$ cat src/rtl/mmio_input_reader.sv
// -----------------------------------------------------------------------------
// mmio_input_reader
//
// Input-side memory-mapped peripheral for the MIPS board top. Slide switches
// and push-buttons are synchronised (two flops), debounced per bit, and exposed
// to the processor through a 16-byte read-only register window. Button presses
// (stable 0->1) latch into a pending register and bump a saturating 16-bit
// press counter. irq stays high while any pending flag is set.
//
// Register map (word offset rd_addr[3:2], unused upper bits read 0):
//   0x0 SW   debounced switch levels
//   0x4 BTN  debounced button levels
//   0x8 PEND pending press flags, read-to-clear
//   0xC CNT  saturating press count
//
// Ports:
//   clk       system clock
//   reset     asynchronous active-low reset
//   sw_raw    raw switch levels (asynchronous)
//   btn_raw   raw button levels, 1 = pressed (asynchronous)
//   rd_en     read strobe, sampled at the clk rising edge
//   rd_addr   byte address of the read
//   rd_data   read data, 0 unless rd_valid
//   rd_valid  one-cycle pulse the cycle after an accepted read
//   irq       registered, high while any pending bit is set
//
// Read handshake: there is no back-pressure. A read is accepted on any edge
// where rd_en=1 and rd_addr[31:4] matches the window. Exactly one edge later
// rd_valid=1 for one cycle with the register value as it stood at the
// accepting edge; every other cycle gives rd_valid=0 and rd_data=0. Reads may
// be issued on consecutive cycles and return one result per cycle.
// -----------------------------------------------------------------------------
module mmio_input_reader #(
    parameter int          N_SW      = 16,
    parameter int          N_BTN     = 4,
    parameter int          DB_CYCLES = 50000,
    parameter logic [31:0] BASE_ADDR = 32'hFFFF_0000
) (
    input  logic             clk,
    input  logic             reset,
    input  logic [N_SW-1:0]  sw_raw,
    input  logic [N_BTN-1:0] btn_raw,
    input  logic             rd_en,
    input  logic [31:0]      rd_addr,
    output logic [31:0]      rd_data,
    output logic             rd_valid,
    output logic             irq
);

    // Switches and buttons share one debounce datapath: buttons sit on top.
    localparam int              N_IN    = N_SW + N_BTN;
    localparam int              CW      = $clog2(DB_CYCLES + 1);
    localparam logic [CW-1:0]   DB_LAST = CW'(DB_CYCLES - 1);

    logic [N_IN-1:0]  raw_all;
    logic [N_IN-1:0]  sync1;
    logic [N_IN-1:0]  sync2;
    logic [N_IN-1:0]  stable;
    logic [N_IN-1:0]  stable_next;
    logic [CW-1:0]    db_cnt      [N_IN];
    logic [CW-1:0]    db_cnt_next [N_IN];

    logic [N_SW-1:0]  sw_stable;
    logic [N_BTN-1:0] btn_stable;
    logic [N_BTN-1:0] btn_stable_next;
    logic [N_BTN-1:0] press;
    logic [N_BTN-1:0] pending;
    logic [N_BTN-1:0] pending_next;
    logic [15:0]      press_count;
    logic [15:0]      count_next;
    logic [16:0]      count_sum;
    logic [5:0]       press_pop;

    logic             accept;
    logic             pend_clr;
    logic [31:0]      rd_word;
    logic             unused_addr_bits;

    assign raw_all = {btn_raw, sw_raw};

    // Byte lane bits do not participate in the decode.
    assign unused_addr_bits = ^rd_addr[1:0];

    function automatic logic [5:0] popcount(input logic [N_BTN-1:0] v);
        logic [5:0] c;
        c = '0;
        for (int i = 0; i < N_BTN; i++) begin
            c = c + {5'd0, v[i]};
        end
        return c;
    endfunction

    // Debounce: the counter runs while synced differs from stable and is
    // cleared the moment they agree again, so only an uninterrupted run of
    // DB_CYCLES differing cycles moves the stable level.
    always_comb begin
        stable_next = stable;
        for (int i = 0; i < N_IN; i++) begin
            db_cnt_next[i] = '0;
            if (sync2[i] != stable[i]) begin
                if (db_cnt[i] == DB_LAST) begin
                    stable_next[i] = sync2[i];
                end else begin
                    db_cnt_next[i] = db_cnt[i] + CW'(1);
                end
            end
        end
    end

    assign sw_stable       = stable[N_SW-1:0];
    assign btn_stable      = stable[N_IN-1:N_SW];
    assign btn_stable_next = stable_next[N_IN-1:N_SW];

    // A press is detected on the same edge that the stable level rises, so
    // pending and the count update together with the BTN register.
    assign press     = btn_stable_next & ~btn_stable;
    assign press_pop = popcount(press);
    assign count_sum = {1'b0, press_count} + 17'(press_pop);
    assign count_next = count_sum[16] ? 16'hFFFF : count_sum[15:0];

    assign accept   = rd_en && (rd_addr[31:4] == BASE_ADDR[31:4]);
    assign pend_clr = accept && (rd_addr[3:2] == 2'd2);

    // Read-to-clear drops every bit returned; a press on the same edge is
    // OR-ed in afterwards so it survives for the next read.
    assign pending_next = (pend_clr ? '0 : pending) | press;

    always_comb begin
        rd_word = '0;
        case (rd_addr[3:2])
            2'd0:    rd_word[N_SW-1:0]  = sw_stable;
            2'd1:    rd_word[N_BTN-1:0] = btn_stable;
            2'd2:    rd_word[N_BTN-1:0] = pending;
            default: rd_word[15:0]      = press_count;
        endcase
    end

    always_ff @(posedge clk or negedge reset) begin
        if (!reset) begin
            sync1       <= '0;
            sync2       <= '0;
            stable      <= '0;
            for (int i = 0; i < N_IN; i++) begin
                db_cnt[i] <= '0;
            end
            pending     <= '0;
            press_count <= '0;
            rd_data     <= '0;
            rd_valid    <= 1'b0;
            irq         <= 1'b0;
        end else begin
            sync1       <= raw_all;
            sync2       <= sync1;
            stable      <= stable_next;
            for (int i = 0; i < N_IN; i++) begin
                db_cnt[i] <= db_cnt_next[i];
            end
            pending     <= pending_next;
            // Assigned every cycle (adding zero when idle) so the count
            // always reflects the current value plus new presses.
            press_count <= count_next;
            rd_data     <= accept ? rd_word : 32'd0;
            rd_valid    <= accept;
            irq         <= |pending;
        end
    end

endmodule
$ cat config.mk
export PLATFORM = sky130hd
export DESIGN_NAME = mmio_input_reader
export DESIGN_NICKNAME = d
export VERILOG_FILES = /design/src/rtl/mmio_input_reader.sv
export SDC_FILE = /design/constraint.sdc
export NUM_CORES = 1
export LEC_CHECK = 0
export BUFFER_PORTS_ARGS = -buffer_cell sky130_fd_sc_hd__buf_4
export CORE_MARGIN = 2
export CORE_UTILIZATION = 44
export DETAILED_ROUTE_END_ITERATION = 12
export GPL_ROUTABILITY_DRIVEN = 0
export HOLD_SLACK_MARGIN = 0.12
export PLACE_DENSITY_LB_ADDON = 0.12
export SETUP_SLACK_MARGIN = 0.1
export SLEW_MARGIN = 20
export SYNTH_ARGS = -nofsm -noshare
export SYNTH_HDL_FRONTEND = slang
export SYNTH_SLANG_ARGS = --single-unit
$ cat constraint.sdc
create_clock -name clk -period 3.3 [get_ports clk]
set_input_delay 0.165 -clock clk [delete_from_list [all_inputs] [get_ports clk]]
set_output_delay 0.165 -clock clk [all_outputs]
set_load 0.02 [all_outputs]
**Word level (Yosys, flattened, before mapping)**

Index checks and enable logic that the tools add are counted.

- Bits of input ports: 55
- Bits in registers: 418
- ROM bits: 0
- RAM bits: 0
- Output and inout bits: 34
- Memories: 0
- Latch bits: 0

- $mul: 0
- Reductions and logical operators: 21
- Mux-type cells: 53
- Shift operators: 0
- Bitwise gates (word level): 3
- Add/subtract/negate cells: 24
- Div/mod/pow operators: 0
- Equality and inequality tests: 43
- $lt $le $gt $ge: 0

Operators with widths:

| operator | number |
|---|---|
| 16-bit two-way mux | 42 |
| 16-bit by 1-bit adder with 16-bit output (second input constant) | 20 |
| 16-bit equality test (second input constant) | 20 |
| 2-bit AND reduction | 16 |
| 28-bit equality test (second input constant) | 1 |
| 12-bit one-hot mux with 2 select lines | 1 |
| 1-bit inequality test | 20 |
| 16-bit by 4-bit adder with 17-bit output | 1 |
| 4-bit one-hot mux with 3 select lines | 1 |
| 1-bit two-way mux | 8 |
| 3-bit by 1-bit adder with 4-bit output | 1 |
| 4-bit AND | 1 |
| 4-bit two-way mux | 1 |
| 4-bit inverter | 1 |
| 4-bit bitwise OR | 1 |
| 4-bit OR reduction | 1 |
| 2-bit by 1-bit adder with 3-bit output | 1 |
| 1-bit by 1-bit adder with 2-bit output | 1 |
| 2-bit by 1-bit equality test with 1-bit output (second input constant) | 1 |
| 2-bit equality test (second input constant) | 1 |
| 1-bit logical AND | 2 |
| 2-bit logical NOT | 1 |
| 2-bit OR reduction | 1 |

**Longest topological paths before layout**

Gate-level depths: netlist of the first run.

- Word-level depth: 9
- Gate-level depth with buffers: 13
- Depth with buffers taken out: 12

**Worst setup path before layout of the first run**

No wires, ideal clock.

- Path type: register -> register
- Start: register db_cnt[60] (netlist name)
- End: register press_count[13]
- Data required time: 3170 ps
- Stages on the path, launching flop included: 13
- Clock period less this slack: 3546 ps
- Buffers on the path: 1
- Arrival time: 3417 ps
- Path slack: -246 ps
- Cell sequence: dfrtp_1 -> or4b_2 -> nor4_1 -> nand4bb_1 -> fa_1 -> fa_1 -> inv_1 -> fa_1 -> and2_1 -> and3_1 -> nand3_1 -> clkbuf_1 -> nand2_1

- Longest elaborated chain between the ends: 9

Ends and longest elaborated chain:

| what | RTL line | source |
|---|---|---|
| start, declared | 60 | `logic [CW-1:0] db_cnt [N_IN];` |
| start signal, assigned by index | 156 | `db_cnt[i] <= db_cnt_next[i];` |
| 16-bit equality test | 101 | `if (db_cnt[i] == DB_LAST) begin` |
| 1-bit two-way mux | 101 |  |
| 1-bit two-way mux | 100 | `if (sync2[i] != stable[i]) begin` |
| 4-bit AND | 116 | `assign press = btn_stable_next & ~btn_stable;` |
| 1-bit by 1-bit adder with 2-bit output | 88 | `c = c + {5'd0, v[i]};` |
| 2-bit by 1-bit adder with 3-bit output | 88 |  |
| 3-bit by 1-bit adder with 4-bit output | 88 |  |
| 16-bit by 4-bit adder with 17-bit output | 118 | `assign count_sum = {1'b0, press_count} + 17'(press_pop);` |
| 16-bit two-way mux | 119 | `assign count_next = count_sum[16] ? 16'hFFFF : count_sum[15:0];` |
| named net count_next[13] | 70 | `logic [15:0] count_next;` |
| end signal, assigned | 161 | `press_count <= count_next;` |
| end, declared | 69 | `logic [15:0] press_count;` |

The timed path passes the listed nets, and every way through them passes these cells.
A chain may end at the register's enable or synchronous reset.

**Final worst setup path of the first run**

- Start: register db_cnt[60] (netlist name)
- End: register press_count[12]

Same word-level chain as after synthesis.

==> results of run 1 <==
-- power groups by stage --
stage | combinational [mW] | sequential, mW | clock, mW
floorplan | 0.203 | 5.37 | 0
global placement | 0.399 | 5.38 | 0
detailed placement | 0.405 | 5.38 | 0
CTS | 0.430 | 5.29 | 5.57
global route | 0.478 | 5.30 | 5.78
finish | 0.414 | 5.29 | 5.40
-- worst max-delay path, stage by stage (launching register included) --
cell and delay, ns:
sky130_fd_sc_hd__dfrtp_1 0.38, sky130_fd_sc_hd__or4b_4 0.55, sky130_fd_sc_hd__nor4_4 0.18, sky130_fd_sc_hd__nand4bb_1 0.19, sky130_fd_sc_hd__fa_1 0.48, sky130_fd_sc_hd__fa_2 0.37
sky130_fd_sc_hd__inv_2 0.06, sky130_fd_sc_hd__fa_2 0.19, sky130_fd_sc_hd__and2_4 0.14, sky130_fd_sc_hd__and3_4 0.19, sky130_fd_sc_hd__nand4_1 0.10, sky130_fd_sc_hd__mux2_4 0.31
-- layout by cell type, fill, tap and decap left out, drive strengths merged, types with 8 or more instances in the layout --
master / instances
nor2: 359
clkbuf: 60
xnor2: 230
nor4b: 14
nor3: 66
a22oi: 12
and3: 24
dfrtp: 418
nor4: 110
dlygate4sd3: 24
nor4bb: 20
nand2: 95
ha: 21
nand4: 98
xor2: 72
or3: 10
nand3: 117
mux2: 22
clkinv: 8
buf: 114
a21oi: 8
inv: 71
conb: 16
-- sequential cells by signal, indices dropped and copies added (netlist names) --
signal	count
db_cnt	320
irq	1
pending	4
press_count	16
rd_data	16
rd_valid	1
stable	20
sync1	20
sync2	20
-- layer usage --
| layer | vias to the layer above | wire length (um) | GRT usage |
|---|---|---|---|
| li1 | 6872 | - | - |
| met1 | 6803 | 19000 | 0.245 |
| met2 | 170 | 18100 | 0.275 |
| met3 | 63 | 1270 | 0.0289 |
| met4 | 0 | 982 | 0.0566 |
| met5 | - | 0 | 0 |
-- final cells by class --
cell class	instances	area (sq um)
inverter	70	263
multi-input combinational	1378	8760
timing repair buffer	138	1170
tap	592	741
sequential	418	10500
clock inverter	21	308
clock buffer	60	1290
fill	4028	21100
-- final timing paths --
path,from,to,slack (ns)
setup / recovery,db_cnt[60],press_count[12],0.07
hold / removal,rd_addr[15],pending[0],0.16
setup reg to reg,db_cnt[60],press_count[12],0.07
hold reg to reg,sync1[10],sync2[10],0.35
max in group asynchronous,reset,db_cnt[44],2.09
min in group asynchronous,reset,db_cnt[310],0.27
-- what timing repair did --
action | CTS | global route
hold endpoints to repair | 126 | 0
endpoints found under the setup margin | 16 | 16
resized for setup | 3 | 4
hold buffers | 24 | 0
pin swaps | 4 | 2
setup buffers | 1 | 0
-- logic make-up after synthesis --
family | count (synthesis) | share of synthesized area
compound gates | 46 | 0.0234
other cells | 1 | 0.000191
simple gates | 963 | 0.248
mux | 27 | 0.0177
buf+inv | 113 | 0.0263
xor+xnor | 302 | 0.135
flops | 418 | 0.533
fa+ha+maj | 24 | 0.0165
-- per-stage QoR --
step | worst slack (ns) | cells | cell area, sq um | TNS [ns]
finish | 0.0677 | 2677 | 23000 | 0
global route | -0.0651 | 2677 | 23000 | -0.516
CTS | 0.0157 | 2677 | 23000 | 0
detailed placement | -0.128 | 2571 | 21100 | -0.980
global placement | -0.110 | 2571 | 21100 | -0.542
floorplan | 0.117 | 1909 | 19700 | 0
==> results_dict.tcl, run 1 <==
set metrics [dict create \
    finalHoldViolCount 0 \
    areaGrowthSynthToFinish_pct 17.3 \
    cell_leakage_power_nw 9.49 \
    pin_count 89 \
    hold_path.class "input port to flop" \
    synth.ff_latch_count 418 \
    i_o_buffers 70 \
    number_of_antenna_violations_at_the_first_check_in_global_routing 0 \
    max_cap_violations 0 \
    gr-total-overflow 0 \
    drt-pass1-iter-count 5 \
    grt_start_max_net_pins 112 \
    p_int_mw 8.68 \
    power.switching_fraction 0.219 \
    place.detailed.hpwl_mm 26.4 \
    setup_violations 0 \
    synth-seq-area-share 0.533 \
    synthesis.area_per_instance_sq_um 10.4 \
    worst_case_reg_to_reg_path_depth 11 \
    final-max-slew-violation-count 0 \
    wirelength_mm 39.3 \
    numCtsBuffers 46 \
    cp-start-kind "flop" \
    die_height_um 215 \
    detail_route.wl_per_cell_um 14.7 \
    global_route.usage.total 0.174 \
    pwr_density_cell_mw_per_mm2 483 \
    timing.final.crit_period_ns 3.23 \
    totalPowerFinal_mw 11.1 \
    finish.utilization 0.521 \
    synthesis.instances 1894 \
    worstSetupEndpointType "flop" \
    relSlewSlack 0.307 \
    fin_crit_share 0.979 \
    yosys.cell_types.count 55 \
    floorplan.die.width_um 215 \
    clk_pin_slew_ns 0.06 \
    diodes 0 \
    initial_core_util 0.444 \
    share_of_total_power_in_sequential_cells 0.477 \
    synth_commonest_cells "418 x sky130_fd_sc_hd__dfrtp_1, 359 x sky130_fd_sc_hd__nor2_1, 230 x sky130_fd_sc_hd__xnor2_1" \
    yosys_most_used_dff "sky130_fd_sc_hd__dfrtp_1" \
    synth_most_common_cell "sky130_fd_sc_hd__dfrtp_1" \
    tightestPinTransition_ns 1.04 \
    h-tree-depth 2 \
    arrival_ns 3.69 \
    first_iter_violations 850 \
    postSynth.asyncResetShare 1.00 \
    setup.worst_path.class "flop to flop" \
    power.clock.fraction 0.486 \
    drcViolationCount 0 \
    vias_in_the_first_global_route 13700 \
    cts_sinks 418 \
    netlist.area_leader.share 0.533 \
    placeableCoreArea_sq_mm 0.0441 \
    cts_root_buf "sky130_fd_sc_hd__clkbuf_16" \
    grt_setup_unrepaired "true" \
    fmax_mhz 309 \
    critical_path.max_fanout 3 \
    synth_top_cell_by_area "sky130_fd_sc_hd__dfrtp_1" \
    worstPathRequired_ns 3.76 \
    post_route_cells_drive_above_1_share 0.118 \
    grt_pass1_wl_mm 67.6 \
    total_of_warnings_raised_by_yosys 0 \
    worst_hold_slack_ns 0.158 \
    share_comb_of_total_power 0.037 \
    synth-edff-count 0 \
    netlist_top_cells_area "sky130_fd_sc_hd__dfrtp_1 53%, sky130_fd_sc_hd__xnor2_1 10%, sky130_fd_sc_hd__nor2_1 6.9%" \
    worstHoldPathCells 4 \
    routed-via-count 13900 \
    clockBufferDepth 3 \
    post_route_clock_skew_ns 0.0216 \
    status "finished, final reports clean" \
    peakVddDrop_uv 411 \
    power_switching_mw 2.43 \
    tritoncts "yes" \
    die_area_sq_mm 0.0463 \
    mappedNetlistArea_sq_mm 0.0196 \
    vias_per_cell 5.20 \
    fp-row-count 77 \
    final_nets 2131 \
    ant_nets_after_route 0 \
    clock_latency_reported_for_the_late_side_of_the_worst_skew_pair_ns 0.57 \
]
No activity file was read; power rests on OpenSTA's default activity.
==> run 2, diff against run 1 <==
- CELL_PAD_IN_SITES_DETAIL_PLACEMENT: unset -> 1
- CELL_PAD_IN_SITES_GLOBAL_PLACEMENT: unset -> 1
- clock period: 3.3 -> 4.1 ns (I/O delays scaled with it)
==> run 2 against run 1 <==
Net effect:
- sequential share of layout area is 0.73 points higher
- non-clock buffer count is 39 lower
- clock skew is 0.0079 ns lower
- cell count is 1.2% lower
- power is 20% lower
- setup slack better by 0.23 ns
- critical path depth stayed put
- sequential cell count stayed put
- final area is 1.6% lower
- first-iteration DRC count is 22% lower
- fmax is 15% lower
- clock power is 20% lower
- largest power group unchanged
==> results_dict.tcl, run 2 (synthesis results as in run 1) <==
set metrics [dict create \
    tightestPinTransition_ns 0.937 \
    numCtsBuffers 48 \
    floorplan.die.width_um 215 \
    initial_core_util 0.444 \
    final_nets 2094 \
    grt_start_max_net_pins 105 \
    top_register "db_cnt" \
    relSlewSlack 0.373 \
    path_delay_family "simple AND/OR/NAND/NOR gates" \
    first_iter_violations 663 \
    post_route_cells_drive_above_1_share 0.0980 \
    crit_path_frequent_cell "sky130_fd_sc_hd__fa_1" \
    worst-path-buf-inv 1 \
    h-tree-depth 2 \
    cts_setup_buffers 0 \
    slowest_stage "sky130_fd_sc_hd__or4b_2" \
    pwr_density_cell_mw_per_mm2 395 \
    grt_pass1_wl_mm 76.4 \
    fin_setup_tns_ns 0 \
    grt_setup_unrepaired "true" \
    fmax_mhz 263 \
    fill_cells 4914 \
    ant_nets_after_route 0 \
    sequential_area_sq_mm 0.0105 \
    worst_hold_slack_ns 0.155 \
    layout_common_cells "418 x sky130_fd_sc_hd__dfrtp_1, 358 x sky130_fd_sc_hd__nor2_1, 230 x sky130_fd_sc_hd__xnor2_1, 115 x sky130_fd_sc_hd__nand3_1, 109 x sky130_fd_sc_hd__nor4_1" \
    global_route.usage.total 0.197 \
    layout_setup_ws_ns 0.300 \
    worstPathRequired_ns 4.55 \
    clockBufferDepth 3 \
    top_layer_used "met4" \
    detail_route.wl_per_cell_um 16.7 \
    route.met2.wl_mm 21.0 \
    diodes 0 \
    timing.final.crit_period_ns 3.80 \
    detailedPlace.worstSlack_ns 0.104 \
    totalPowerFinal_mw 8.94 \
    clock_latency_reported_for_the_late_side_of_the_worst_skew_pair_ns 0.57 \
    most_common_cell_after_layout_fill_and_taps_aside "sky130_fd_sc_hd__dfrtp_1" \
    setup.worst_path.class "flop to flop" \
    die_area_sq_mm 0.0463 \
    drt-pass1-iter-count 4 \
    cp-start-kind "flop" \
    finish.utilization 0.513 \
    placeableCoreArea_sq_mm 0.0441 \
    routed-via-count 14100 \
    max_cap_violations 0 \
    fp-row-count 77 \
    timing.critical_path.cells "or4b_2 > nor4_1 > nand4bb_1 > fa_1 > fa_1 > inv_1 > fa_1 > and2_1 > and3_1 > nand4_1 > mux2_2" \
    arrival_ns 4.25 \
    fin_crit_share 0.927 \
    hold_path.class "input port to flop" \
    wirelength_mm 44.1 \
    i_o_buffers 70 \
    met1Wirelength_mm 21.0 \
    areaGrowthSynthToFinish_pct 15.4 \
    die_height_um 215 \
    drcViolationCount 0 \
    peakVddDrop_uv 351 \
    place.detailed.hpwl_mm 29.7 \
    vias_per_cell 5.33 \
    post_route_clock_skew_ns 0.0136 \
    finalHoldViolCount 0 \
    tritoncts "yes" \
    final-max-slew-violation-count 0 \
    cts_sinks 418 \
    critical_path.max_fanout 5 \
    gr-total-overflow 0 \
    cell_leakage_power_nw 9.29 \
    status "finished, final reports clean" \
    max_ffs_per_register 320 \
    vias_in_the_first_global_route 15100 \
    met3WireLength_mm 1.41 \
    pin_count 89 \
    critPathMaxStageDelay_ns 0.65 \
    clk_pin_slew_ns 0.06 \
    setup_violations 0 \
    cts_root_buf "sky130_fd_sc_hd__clkbuf_16" \
    multiInputGateArea_sq_mm 0.00872 \
    worstSetupEndpointType "flop" \
    number_of_antenna_violations_at_the_first_check_in_global_routing 1 \
]
-- run 2: power by group --
part           internal [mW]  switching (mW)  total [mW]
clock network           2.62            1.73        4.34
logic                  0.117           0.213       0.331
registers               4.19          0.0695        4.26
total                   6.93            2.01        8.94
-- run 2: metrics by stage --
stage | cells | instance area, sq um
detailed placement | 2535 | 20800
global placement | 2535 | 20800
global route | 2644 | 22600
finish | 2644 | 22600
floorplan | 1909 | 19700
CTS | 2644 | 22600
-- run 2: worst register-to-register path, cell delays in order (launching register included) --
cell and delay, ns:
sky130_fd_sc_hd__dfrtp_1 0.44, sky130_fd_sc_hd__or4b_2 0.65, sky130_fd_sc_hd__nor4_1 0.27, sky130_fd_sc_hd__nand4bb_1 0.19, sky130_fd_sc_hd__fa_1 0.51, sky130_fd_sc_hd__fa_1 0.40
sky130_fd_sc_hd__inv_1 0.08, sky130_fd_sc_hd__fa_1 0.22, sky130_fd_sc_hd__and2_1 0.22, sky130_fd_sc_hd__and3_1 0.30, sky130_fd_sc_hd__nand4_1 0.13, sky130_fd_sc_hd__mux2_2 0.29
-- run 2: worst paths after layout --
check | endpoint | depth (start not counted) | start | slack, ns
min in group asynchronous | db_cnt[270] | 2 | reset | 0.28
hold / removal | rd_data[0] | 3 | rd_addr[2] | 0.16
setup reg to reg | press_count[12] | 11 | db_cnt[59] | 0.30
setup / recovery | press_count[12] | 11 | db_cnt[59] | 0.30
max in group asynchronous | db_cnt[249] | 3 | reset | 2.80
hold reg to reg | sync2[18] | 0 | sync1[18] | 0.35
-- run 2: per-layer routing --
layer  vias to the layer above  GRT usage
li1                       6811          -
met1                      7119      0.276
met2                       124      0.322
met3                        46     0.0275
met4                         0     0.0540
met5                         -          0
-- run 2: cell type report --
cell class | instances | share of cell area
well taps | 592 | 0.0327
repair buffers | 99 | 0.0373
inverters | 70 | 0.0116
flip-flops and latches | 418 | 0.462
multi-input cells | 1378 | 0.386
clock inverters | 22 | 0.0112
clock buffers | 65 | 0.0595
-- run 2: what timing repair did --
item	in CTS	in global routing
endpoints found under the setup margin	1	6
hold endpoints to repair	119	0
resized for setup	1	1
hold buffers	22	0
==> run 3, diff against run 2 <==
- CTS_BUF_LIST: unset -> sky130_fd_sc_hd__clkbuf_8
==> run 3 against run 2 <==
Net effect:
- power is 1.7% lower
- clock skew rose by 0.0093 ns
- setup slack better by 0.014 ns
- count of clock-buffer cells in the layout up 33
- final area up 0.38%
- critical path depth did not move
- combinational power about the same
- critical endpoint unchanged
- largest power group is now sequential cells
==> results_dict.tcl, run 3 (synthesis results as in run 1) <==
set metrics [dict create \
    status "finished, final reports clean" \
    pin_count 89 \
    timing.critical_path.depth 11 \
    numCtsBuffers 76 \
    worst_r2r_endpoint "press_count[12]" \
    number_of_antenna_violations_at_the_first_check_in_global_routing 1 \
    layout_common_cells "418 x sky130_fd_sc_hd__dfrtp_1, 358 x sky130_fd_sc_hd__nor2_1, 230 x sky130_fd_sc_hd__xnor2_1, 115 x sky130_fd_sc_hd__nand3_1, 108 x sky130_fd_sc_hd__nor4_1" \
    place.detailed.hpwl_mm 29.7 \
    clockBufferDepth 3 \
    detailedPlace.worstSlack_ns 0.104 \
    layout_setup_ws_ns 0.314 \
    tightestPinTransition_ns 0.901 \
    setup.worst_path.class "flop to flop" \
    worst-path-buf-inv 1 \
    cp-start-kind "flop" \
    share_comb_of_total_power 0.038 \
    finalHoldViolCount 0 \
    vias_in_the_first_global_route 15300 \
    detail_route.wl_per_cell_um 16.3 \
    pwr_density_cell_mw_per_mm2 387 \
    die_area_sq_mm 0.0463 \
    clock_latency_reported_for_the_late_side_of_the_worst_skew_pair_ns 0.64 \
    areaGrowthSynthToFinish_pct 15.8 \
    placeableCoreArea_sq_mm 0.0441 \
    gr-total-overflow 0 \
    hold_path.class "input port to async pin" \
    peakVddDrop_uv 262 \
    drcViolationCount 0 \
    i_o_buffers 70 \
    fin_crit_share 0.923 \
    die_height_um 215 \
    path_delay_family "simple AND/OR/NAND/NOR gates" \
    max_cap_violations 0 \
    worstSetupEndpointType "flop" \
    power_switching_mw 2.02 \
    arrival_ns 4.32 \
    slowest_stage "sky130_fd_sc_hd__or4b_2" \
    p_int_mw 6.77 \
    share_of_total_power_in_sequential_cells 0.485 \
    h-tree-depth 3 \
    timing.critical_path.cells "or4b_2 > nor4_2 > nand4bb_1 > fa_1 > fa_1 > inv_1 > fa_1 > and2_1 > and3_2 > nand4_1 > mux2_2" \
    crit_path_frequent_cell "sky130_fd_sc_hd__fa_1" \
    diodes 0 \
    grt_start_max_net_pins 105 \
    ant_nets_after_route 0 \
    critPathMaxStageDelay_ns 0.69 \
    timing.rr.start "db_cnt[60]" \
    top_register "db_cnt" \
    routed-via-count 14200 \
    post_route_cells_drive_above_1_share 0.113 \
    power.clock.fraction 0.477 \
    global_route.usage.total 0.199 \
    timing.final.crit_period_ns 3.79 \
    drt-pass1-iter-count 6 \
    timing.critical_path.to "press_count[12]" \
    fp-row-count 77 \
    cts_sinks 418 \
    tritoncts "yes" \
    cts_root_buf "sky130_fd_sc_hd__clkbuf_8" \
    worst_case_reg_to_reg_path_depth 11 \
    setup.reg_to_reg.worst_slack_ns 0.31 \
    worstPathRequired_ns 4.63 \
    final_nets 2126 \
    wirelength_mm 44.0 \
    max_ffs_per_register 320 \
    power.switching_fraction 0.230 \
    fin_setup_tns_ns 0 \
    cell_leakage_power_nw 9.44 \
    post_route_clock_skew_ns 0.0229 \
    first_iter_violations 685 \
    final-max-slew-violation-count 0 \
    grt_pass1_wl_mm 76.6 \
    fmax_mhz 264 \
    setup_violations 0 \
    most_common_cell_after_layout_fill_and_taps_aside "sky130_fd_sc_hd__dfrtp_1" \
    floorplan.die.width_um 215 \
    grt_setup_unrepaired "false" \
    start_point_of_the_critical_path "db_cnt[60]" \
    clk_pin_slew_ns 0.06 \
    vias_per_cell 5.27 \
    initial_core_util 0.444 \
    relSlewSlack 0.397 \
    critical_path.max_fanout 4 \
]
[run 3: power groups by stage]
| stage | registers (mW) | clock network (mW) | logic [mW] |
|---|---|---|---|
| floorplan | 4.32 | 0 | 0.163 |
| global placement | 4.33 | 0 | 0.315 |
| detailed placement | 4.34 | 0 | 0.323 |
| CTS | 4.26 | 4.35 | 0.345 |
| global route | 4.27 | 4.55 | 0.385 |
| finish | 4.27 | 4.19 | 0.332 |
[run 3: timing repair]
action	4_1_cts	5_1_grt
resized for setup	1	3
hold endpoints to repair	126	0
pin swaps	0	0
hold buffers	26	0
setup endpoints to repair	6	14
buffers inserted	0	0
[run 3: worst register-to-register path, delay by kind of cell (launching register included)]
| family | cells | cell delay (ns) |
|---|---|---|
| adder cells (fa/ha/maj) | 3 | 1.17 |
| AND/OR/NAND/NOR | 6 | 1.70 |
| buffers and inverters | 1 | 0.06 |
| multiplexers | 1 | 0.33 |
| flip-flops | 1 | 0.42 |
[run 3: layout make-up]
class / instances / area (sq um)
clock buffers: 98 / 1350
clock inverters: 35 / 288
fillers: 4923 / 21400
inverters: 70 / 263
multi-input cells: 1378 / 8730
flip-flops and latches: 418 / 10500
well taps: 592 / 741
repair buffers: 103 / 883
[run 3: how the worst min path moves through the flow]
stage / to / slack, ns / cells past startpoint
final: db_cnt[268] / 0.20 / 2
after global routing: sync1[14] / 0.15 / 2
after CTS: sync1[12] / 0.14 / 2
after detailed placement: sync1[14] / 0.32 / 1
after global placement: sync1[12] / 0.31 / 1
after floorplan: db_cnt[0] / -0.09 / 0
[run 3: through the flow]
step                cells  hold WS, ns  total power, mW  cell area [sq um]  utilization
floorplan            1909      -0.0906             4.48              19700            -
global placement     2535        0.314             4.65              20800        0.471
detailed placement   2535        0.315             4.66              20800        0.471
CTS                  2694        0.138             8.96              22700        0.514
global route         2694        0.154             9.21              22700        0.515
finish               2694        0.195             8.79              22700        0.515
[run 3: per-layer routing]
| layer | GRT usage | wire length (um) |
|---|---|---|
| met1 | 0.277 | 21200 |
| met5 | 0 | 0 |
| met4 | 0.0625 | 952 |
| met2 | 0.315 | 20300 |
| met3 | 0.0410 | 1580 |
